===== config.mk =====
export PLATFORM = sky130hd
export DESIGN_NAME = bbox_scanner_flat
export DESIGN_NICKNAME = d
export VERILOG_FILES = /design/src/rtl/bbox_scanner_if.sv /design/src/rtl/bbox_scanner.sv /design/src/flat_wrapper.sv
export SDC_FILE = /design/constraint.sdc
export NUM_CORES = 1
export LEC_CHECK = 0
export CAP_MARGIN = 5
export CORE_UTILIZATION = 40
export CTS_BUF_LIST = sky130_fd_sc_hd__clkbuf_16
export CTS_CLUSTER_SIZE = 30
export DETAILED_ROUTE_END_ITERATION = 6
export SYNTH_ARGS = -nofsm -noshare
export SYNTH_HDL_FRONTEND = slang
export SYNTH_SLANG_ARGS = --single-unit

===== constraint.sdc =====
create_clock -name clk -period 3 [get_ports clk]
set_input_delay 0.6 -clock clk [delete_from_list [all_inputs] [get_ports clk]]
set_output_delay 0.6 -clock clk [all_outputs]
set_load 0.005 [all_outputs]

===== src/rtl/bbox_scanner_if.sv =====
// Pixel RAM read bus between bbox_scanner (master) and the pixel RAM (slave).
// rd_data is expected one cycle after the cycle rd_en is high.
interface bbox_scanner_if #(
  parameter int ADDR_W = 15
);
  logic              rd_en;
  logic [ADDR_W-1:0] rd_addr;
  logic [7:0]        rd_data;

  modport master (output rd_en, output rd_addr, input rd_data);
  modport slave  (input rd_en, input rd_addr, output rd_data);
endinterface


===== src/rtl/bbox_scanner.sv =====
// Raster-scans a pixel RAM and reports the bounding box of pixels >= threshold.
// Optional macro BBOX_PIXEL_COUNT_EN adds a 16-bit qualifying-pixel count output.
//
// state | meaning
// IDLE  | waiting for start; outputs hold the last results
// READ  | issuing one pixel address per cycle
// DRAIN | last pixel arriving; results loaded into the output registers
// DONE  | done pulse, final results visible
module bbox_scanner #(
  parameter int IMG_W  = 100,
  parameter int IMG_H  = 100,
  parameter int ADDR_W = 15
) (
  input  logic                  clk,
  input  logic                  rst,
  input  logic                  start,
  input  logic [7:0]            threshold,
  bbox_scanner_if.master        ram,
  output logic                  busy,
  output logic                  done,
  output logic                  found,
  output logic [7:0]            x_min,
  output logic [7:0]            x_max,
  output logic [7:0]            y_min,
  output logic [7:0]            y_max
`ifdef BBOX_PIXEL_COUNT_EN
  ,
  output logic [15:0]           pixel_count
`endif
);

  localparam int          NPIX     = IMG_W * IMG_H;
  localparam logic [15:0] LAST_CNT = 16'(NPIX - 1);
  localparam logic [7:0]  X_LAST   = 8'(IMG_W - 1);

  typedef enum logic [1:0] {S_IDLE, S_READ, S_DRAIN, S_DONE} state_t;

  state_t state_q, state_d;

  logic [15:0]       remain_q, remain_d;
  logic [ADDR_W-1:0] addr_q, addr_d;
  logic [7:0]        x_q, x_d, y_q, y_d;
  logic [7:0]        thr_q, thr_d;
  logic              pix_vld_q, pix_vld_d;
  logic [7:0]        pix_x_q, pix_x_d, pix_y_q, pix_y_d;
  logic              any_q, any_d;
  logic [7:0]        xmin_acc_q, xmin_acc_d, xmax_acc_q, xmax_acc_d;
  logic [7:0]        ymin_acc_q, ymin_acc_d, ymax_acc_q, ymax_acc_d;
  logic              found_q, found_d;
  logic [7:0]        x_min_q, x_min_d, x_max_q, x_max_d;
  logic [7:0]        y_min_q, y_min_d, y_max_q, y_max_d;
`ifdef BBOX_PIXEL_COUNT_EN
  logic [15:0]       cnt_acc_q, cnt_acc_d;
  logic [15:0]       pixel_count_q, pixel_count_d;
`endif

  logic rd_en;
  logic start_acc;
  logic tc;
  logic qual;

  assign start_acc = (state_q == S_IDLE) && start;
  assign tc        = (remain_q == 16'd0);
  assign qual      = pix_vld_q && (ram.rd_data >= thr_q);

  always_ff @(posedge clk) begin
    if (rst) state_q <= S_IDLE;
    else     state_q <= state_d;
  end

  always_comb begin
    state_d = state_q;
    case (state_q)
      S_IDLE:  if (start) state_d = S_READ;
      S_READ:  if (tc)    state_d = S_DRAIN;
      S_DRAIN: state_d = S_DONE;
      S_DONE:  state_d = S_IDLE;
      default: state_d = S_IDLE;
    endcase
  end

  always_comb begin
    rd_en = (state_q == S_READ);
    busy  = (state_q == S_READ) || (state_q == S_DRAIN);
    done  = (state_q == S_DONE);
  end

  assign ram.rd_en   = rd_en;
  assign ram.rd_addr = addr_q;

  // Down-counter of remaining addresses ends the read phase; x/y follow the issued address.
  always_comb begin
    remain_d = remain_q;
    addr_d   = addr_q;
    x_d      = x_q;
    y_d      = y_q;
    thr_d    = thr_q;
    if (start_acc) begin
      remain_d = LAST_CNT;
      addr_d   = '0;
      x_d      = 8'd0;
      y_d      = 8'd0;
      thr_d    = threshold;
    end else if (state_q == S_READ) begin
      if (tc) begin
        addr_d = '0;
      end else begin
        remain_d = remain_q - 16'd1;
        addr_d   = addr_q + ADDR_W'(1);
      end
      if (x_q == X_LAST) begin
        x_d = 8'd0;
        y_d = y_q + 8'd1;
      end else begin
        x_d = x_q + 8'd1;
      end
    end
  end

  always_comb begin
    pix_vld_d = rd_en;
    pix_x_d   = x_q;
    pix_y_d   = y_q;
  end

  always_comb begin
    any_d      = any_q;
    xmin_acc_d = xmin_acc_q;
    xmax_acc_d = xmax_acc_q;
    ymin_acc_d = ymin_acc_q;
    ymax_acc_d = ymax_acc_q;
`ifdef BBOX_PIXEL_COUNT_EN
    cnt_acc_d  = cnt_acc_q;
`endif
    if (start_acc) begin
      any_d      = 1'b0;
      xmin_acc_d = 8'hFF;
      xmax_acc_d = 8'h00;
      ymin_acc_d = 8'hFF;
      ymax_acc_d = 8'h00;
`ifdef BBOX_PIXEL_COUNT_EN
      cnt_acc_d  = 16'd0;
`endif
    end else if (qual) begin
      any_d = 1'b1;
      if (pix_x_q < xmin_acc_q) xmin_acc_d = pix_x_q;
      if (pix_x_q > xmax_acc_q) xmax_acc_d = pix_x_q;
      if (pix_y_q < ymin_acc_q) ymin_acc_d = pix_y_q;
      if (pix_y_q > ymax_acc_q) ymax_acc_d = pix_y_q;
`ifdef BBOX_PIXEL_COUNT_EN
      cnt_acc_d = cnt_acc_q + 16'd1;
`endif
    end
  end

  // Results take the accumulator next-values so the last pixel (arriving in DRAIN) is included.
  always_comb begin
    found_d = found_q;
    x_min_d = x_min_q;
    x_max_d = x_max_q;
    y_min_d = y_min_q;
    y_max_d = y_max_q;
`ifdef BBOX_PIXEL_COUNT_EN
    pixel_count_d = pixel_count_q;
`endif
    if (state_q == S_DRAIN) begin
      found_d = any_d;
      x_min_d = any_d ? xmin_acc_d : 8'd0;
      x_max_d = any_d ? xmax_acc_d : 8'd0;
      y_min_d = any_d ? ymin_acc_d : 8'd0;
      y_max_d = any_d ? ymax_acc_d : 8'd0;
`ifdef BBOX_PIXEL_COUNT_EN
      pixel_count_d = cnt_acc_d;
`endif
    end
  end

  always_ff @(posedge clk) begin
    if (rst) begin
      remain_q   <= 16'd0;
      addr_q     <= '0;
      x_q        <= 8'd0;
      y_q        <= 8'd0;
      thr_q      <= 8'd0;
      pix_vld_q  <= 1'b0;
      pix_x_q    <= 8'd0;
      pix_y_q    <= 8'd0;
      any_q      <= 1'b0;
      xmin_acc_q <= 8'hFF;
      xmax_acc_q <= 8'h00;
      ymin_acc_q <= 8'hFF;
      ymax_acc_q <= 8'h00;
      found_q    <= 1'b0;
      x_min_q    <= 8'd0;
      x_max_q    <= 8'd0;
      y_min_q    <= 8'd0;
      y_max_q    <= 8'd0;
`ifdef BBOX_PIXEL_COUNT_EN
      cnt_acc_q     <= 16'd0;
      pixel_count_q <= 16'd0;
`endif
    end else begin
      remain_q   <= remain_d;
      addr_q     <= addr_d;
      x_q        <= x_d;
      y_q        <= y_d;
      thr_q      <= thr_d;
      pix_vld_q  <= pix_vld_d;
      pix_x_q    <= pix_x_d;
      pix_y_q    <= pix_y_d;
      any_q      <= any_d;
      xmin_acc_q <= xmin_acc_d;
      xmax_acc_q <= xmax_acc_d;
      ymin_acc_q <= ymin_acc_d;
      ymax_acc_q <= ymax_acc_d;
      found_q    <= found_d;
      x_min_q    <= x_min_d;
      x_max_q    <= x_max_d;
      y_min_q    <= y_min_d;
      y_max_q    <= y_max_d;
`ifdef BBOX_PIXEL_COUNT_EN
      cnt_acc_q     <= cnt_acc_d;
      pixel_count_q <= pixel_count_d;
`endif
    end
  end

  assign found = found_q;
  assign x_min = x_min_q;
  assign x_max = x_max_q;
  assign y_min = y_min_q;
  assign y_max = y_max_q;
`ifdef BBOX_PIXEL_COUNT_EN
  assign pixel_count = pixel_count_q;
`endif

endmodule

===== src/flat_wrapper.sv =====
// flat-port wrapper written by rule: the top's interface ports become plain ports
module bbox_scanner_flat 
#(
  parameter int IMG_W  = 100,
  parameter int IMG_H  = 100,
  parameter int ADDR_W = 15
)
  (clk, rst, start, threshold, busy, done, found, x_min, x_max, y_min, y_max, ram_rd_en, ram_rd_addr, ram_rd_data);
  bbox_scanner_if #(.ADDR_W(ADDR_W)) ram_i ();
  input  logic clk;
  input  logic rst;
  input  logic start;
  input  logic [7:0] threshold;
  output logic busy;
  output logic done;
  output logic found;
  output logic [7:0] x_min;
  output logic [7:0] x_max;
  output logic [7:0] y_min;
  output logic [7:0] y_max;
  output wire logic [$bits(ram_i.rd_en)-1:0] ram_rd_en;
  output wire logic [$bits(ram_i.rd_addr)-1:0] ram_rd_addr;
  input wire logic [$bits(ram_i.rd_data)-1:0] ram_rd_data;
  assign ram_rd_en = ram_i.rd_en;
  assign ram_rd_addr = ram_i.rd_addr;
  assign ram_i.rd_data = ram_rd_data;
  bbox_scanner #(.IMG_W(IMG_W), .IMG_H(IMG_H), .ADDR_W(ADDR_W)) u_core (.clk(clk), .rst(rst), .start(start), .threshold(threshold), .ram(ram_i), .busy(busy), .done(done), .found(found), .x_min(x_min), .x_max(x_max), .y_min(y_min), .y_max(y_max));
endmodule

======== Word level (Yosys, flattened, before mapping) ========
Cells that the tools add are included.
Widths: inputs -> output; s select.
cells by class
  add/sub/neg operators ................... 4
  $lt $le $gt $ge ......................... 5
  eq/ne operators ......................... 7
  muxes and demuxes ....................... 26
  bitwise operators ....................... 1
  reductions and logical operators ........ 11
operators with widths
  operator               number
  $mux 8                 17
  $mux 14                3
  $add 8x1->8 const B    2
  $gt 8x8->1             2
  $logic_not 16->1       1
  $lt 8x8->1             2
  $sub 16x1->16 const B  1
  $add 15x1->15 const B  1
  $mux 15                1
  $eq 8x7->1 const B     1
  $ge 8x8->1             1
  $pmux 2 s4             1
  $reduce_and 2->1       4
  $eq 2x2->1 const B     2
  $mux 2                 2
  $ne 2x1->1 const B     2
  $eq 2x1->1 const B     1
  $logic_and 1x1->1      2
  $logic_not 2->1        1
  $mux 1                 2
  $ne 2x2->1 const B     1
  $reduce_bool 2->1      1
  $reduce_or 2->1        1
  $logic_or 1x1->1       1
  $not 1->1              1
word-level totals
  bits in registers ....................... 140
  bits of input ports ..................... 19
  output and inout bits ................... 51

======== Logic depth before layout (Yosys ltp) ========
  word-level depth ........................ 5
  mapped depth ............................ 10
  mapped depth without buffers ............ 8

======== Worst setup path before layout ========
Ideal clock, no wire load.
  kind .................................... input-to-reg
  from .................................... input ram_rd_data[7]
  to ...................................... register u_core.y_min_q[0] (netlist: u_core.y_min[0])
  setup time .............................. 0.128 ns
  arrival time ............................ 2.414 ns
  slack ................................... 0.457 ns
  stages .................................. 6
  buffers on the path ..................... 0
  cell sequence ........................... ha_1 > nand3_1 > o41ai_2 > o2111ai_2 > mux2i_1 > o21ai_0
on the way
  word-level cells in the longest chain between the ends .. 5
  elaborated cells between the ends (all ways) .. 7
  classes of those cells .................. order compare (1); mux (5); reduce/logical (1)
ends and longest elaborated chain
  item                              RTL line             RTL
  start, declared                   flat_wrapper.sv:23   input wire logic [$bits(ram_i.rd_data)-1:0] ram_rd_data;
  $ge 8x8->1 *                      bbox_scanner.sv:64   assign qual = pix_vld_q && (ram.rd_data >= thr_q);
  $logic_and 1x1->1 *               bbox_scanner.sv:64
  $mux 8 or $mux 1 (tied branches)  bbox_scanner.sv:144  end else if (qual) begin
  $mux 8 or $mux 1 (tied branches)  bbox_scanner.sv:135  if (start_acc) begin
  $mux 8 *                          bbox_scanner.sv:170  y_min_d = any_d ? ymin_acc_d : 8'd0;
  end signal, assigned              bbox_scanner.sv:219  y_min_q <= y_min_d;
  end, declared                     bbox_scanner.sv:51   logic [7:0] y_min_q, y_min_d, y_max_q, y_max_d;
Mark *: on every way between the ends. The rest lies on a longest branch, timed or not.
A chain may end at the register's enable or synchronous reset.

======== Final worst setup path ========
  from .................................... input ram_rd_data[0]
  to ...................................... register u_core.y_max_q[5] (netlist: u_core.y_max[5])
on the way
  word-level cells in the longest chain between the ends .. 5
  elaborated cells between the ends (all ways) .. 7
  classes of those cells .................. order compare (1); mux (5); reduce/logical (1)
ends and longest elaborated chain
  item                              RTL line             RTL
  $ge 8x8->1 *                      bbox_scanner.sv:64
  $logic_and 1x1->1 *               bbox_scanner.sv:64
  $mux 8 or $mux 1 (tied branches)  bbox_scanner.sv:144
  $mux 8 or $mux 1 (tied branches)  bbox_scanner.sv:135
  $mux 8 *                          bbox_scanner.sv:171  y_max_d = any_d ? ymax_acc_d : 8'd0;
  end signal, assigned              bbox_scanner.sv:220  y_max_q <= y_max_d;
  end, declared                     bbox_scanner.sv:51
Marks and branches as above.

==> impl_metrics.tcl <==
set metrics [dict create \
    internal_power_uw 3730 \
    required_ns 3.29 \
    worst_hold_slack_ns 0.439 \
    synth_compound_area_frac 0.114 \
    status "finished, violations left" \
    die_area_sq_um 15800 \
    skew_ns 0.0110 \
    io_buffers 69 \
    setup_viol 0 \
    hold_viol 0 \
    insertion_delay_ns 0.42 \
    synth_top_family_by_area "simple AND/OR/NAND/NOR gates" \
    rsz0062_at_grt "false" \
    critical_path.endpoint_type "flip-flop" \
    synth_xor_area_frac 0.0387 \
    max_freq_mhz 363 \
    drtPass1Iterations 7 \
    drc 5 \
    fin_cells 971 \
    largest_reg_flops 16 \
    pwr-share-clk 0.370 \
    period_share 0.918 \
    post-synth-top-area-cell "dfxtp_1" \
    cts_buffer_depth 2 \
    clockRootBuffer "clkbuf_16" \
    combPwrFrac 0.228 \
    power_uw 5300 \
    tns_ns 0 \
    maxSlewViolCount 0 \
    tightest_slew_ns 0.619 \
    hp-class "flip-flop to flip-flop" \
    ys_types 54 \
    top_register "u_core.remain_q" \
    synth_edf_count 0 \
    syn_avg_cell_area_sq_um 8.89 \
    place_inst 940 \
    initial_utilization 0.416 \
    layout.nets 841 \
    core_region_area_sq_um 14700 \
    crit_arrival_ns 3.04 \
    gr-total-overflow 0 \
    fin_crit_ns 2.75 \
    gp_congestion 0.810 \
    grt_max_degree 34 \
    area_growth_pct 25.3 \
    drtAntennaViolNets 0 \
    layout-drive-gt1-share 0.0851 \
    grt_pass1_wl_mm 21.9 \
    synth_area_leaders "dfxtp_1, ha_1, nand2_1, mux2i_1, o21ai_0" \
    dr.first_iter.drc_count 165 \
    pwr_density_cell_nw_per_um2 692 \
    synth_top_cell_area_share 0.458 \
    cp_max_fo 19 \
    grt_pass1_vias 4782 \
    start_kind "input pin" \
    p_seq_frac 0.402 \
    viasPerCell 4.94 \
    vias 4795 \
    synth_mux_area_frac 0.0591 \
    yosys_warnings 0 \
    cap_violations 0 \
    async_flop_share 0 \
    grtUsageTotal 0.174 \
    cts_sinks 140 \
    leakage_uw 0.00326 \
    die_width_microns 126 \
    reg2reg_slack_ns 0.49 \
    wl_per_cell_microns 13.3 \
    violations "design-rule violations" \
    rows 44 \
    slew_headroom 0.586 \
    synth-adder-area-share 0.0962 \
    die_h_microns 126 \
    cts_max_level 4 \
    drt-total-wl_mm 12.9 \
    yosys.area_share.simple 0.187 \
    antenna_found_initial 0 \
    cts_tree "done" \
    ir_drop_mv 0.418 \
    p_sw_frac 0.297 \
    ios 70 \
    clk_pin_slew_ns 0.06 \
    switching_power_uw 1570 \
    synthCells 688 \
    cts_buffers 17 \
    synth_ff_type "dfxtp_1" \
    ys_seq_area_frac 0.458 \
    place_hpwl_mm 9.42 \
    synth_area_sq_um 6120 \
    synth.ff_latch_count 140 \
    critical_path_class "input pin to flip-flop" \
    synth_nets 754 \
    n_antenna_cell 0 \
]
-- final timing paths --
check,depth (start not counted),endpoint,startpoint
setup / recovery,11,u_core.y_max[5],ram_rd_data[0]
hold / removal,2,u_core.found,u_core.found
setup reg to reg,6,u_core.remain_q[13],u_core.remain_q[5]
hold reg to reg,2,u_core.found,u_core.found
-- cell usage after synthesis (2+ instances only) --
| cell | count |
|---|---|
| dfxtp_1 | 140 |
| nand2_1 | 102 |
| nor2_1 | 68 |
| o21ai_0 | 52 |
| inv_1 | 49 |
| ha_1 | 47 |
| a21oi_1 | 35 |
| mux2i_1 | 35 |
| nor2b_1 | 19 |
| clkbuf_1 | 18 |
| nand3_1 | 14 |
| xnor2_1 | 14 |
| xor2_1 | 13 |
| nand4_1 | 11 |
| nor3_1 | 11 |
| a31oi_1 | 4 |
| o211ai_1 | 4 |
| or3_1 | 4 |
| and3_1 | 3 |
| nor4_1 | 3 |
| a211oi_1 | 2 |
| a21o_1 | 2 |
| nand2b_1 | 2 |
| nor3b_1 | 2 |
| o21bai_1 | 2 |
| o221ai_2 | 2 |
| o31ai_1 | 2 |
| or2_2 | 2 |
-- cells by family after synthesis --
group,count (synthesis)
AND/OR/NAND/NOR,251
flip-flops,140
AO/OA/AOI/OAI,116
buffers and inverters,71
adder cells (fa/ha/maj),47
multiplexers,36
XOR/XNOR,27
-- placed cells by master, fill, tap and decap left out, types with 13 or more instances in the layout --
master	n
clkbuf_16	17
nor2_1	67
nor2b_1	19
clkdlybuf4s50_1	69
nand2_1	102
a21oi_1	35
inv_1	50
xnor2_1	14
ha_1	47
xor2_1	13
nand3_1	14
dfxtp_1	140
mux2i_1	35
buf_4	21
o21ai_0	52
-- area by class of cell --
| class | instances | area [sq um] |
|---|---|---|
| Clock inverter | 14 | 131 |
| Inverter | 49 | 184 |
| Multi-Input combinational cell | 477 | 3040 |
| Fill cell | 1363 | 7040 |
| Clock buffer | 17 | 425 |
| Tap cell | 184 | 230 |
| Timing Repair Buffer | 90 | 848 |
| Sequential cell | 140 | 2800 |
-- critical path: stages --
cell	delay, ns
clkdlybuf4s50_1	0.45
inv_1	0.04
ha_1	0.27
nand2b_1	0.13
a2111oi_0	0.46
buf_4	0.20
o41ai_4	0.11
buf_4	0.18
o211ai_1	0.18
buf_4	0.27
o21ai_0	0.14
-- power by group through the flow --
| stage | Clock [uW] | Combinational [uW] | Sequential, uW |
|---|---|---|---|
| 2_1_floorplan | 0 | 882 | 2140 |
| 3_3_place_gp | 0 | 1170 | 2160 |
| 3_5_place_dp | 0 | 1210 | 2170 |
| 4_1_cts | 2000 | 1220 | 2130 |
| 5_1_grt | 2100 | 1350 | 2150 |
| 6_report | 1960 | 1210 | 2130 |
-- stage by stage --
stage | instance area, sq um | worst slack [ns] | utilization
4_1_cts | 7650 | 0.113 | 0.520
5_1_grt | 7660 | 0.0969 | 0.521
3_3_place_gp | 7090 | -0.239 | 0.483
3_5_place_dp | 7090 | -0.309 | 0.483
2_1_floorplan | 6120 | 0.457 | -
6_report | 7660 | 0.245 | 0.521
-- metal layers --
| metal | up-vias | GRT usage | part of all wire |
|---|---|---|---|
| met5 | - | 0 | 0 |
| met4 | 0 | 0.0538 | 0.011 |
| met3 | 13 | 0.0506 | 0.028 |
| met2 | 57 | 0.300 | 0.49 |
| met1 | 2225 | 0.209 | 0.47 |
| li1 | 2500 | - | - |
-- what timing repair did --
action,4_1_cts,5_1_grt
setup buffers,0,0
setup endpoints to repair,0,39
hold buffers,0,0
gates resized for setup,0,1
(Power assumes the default switching activity.)
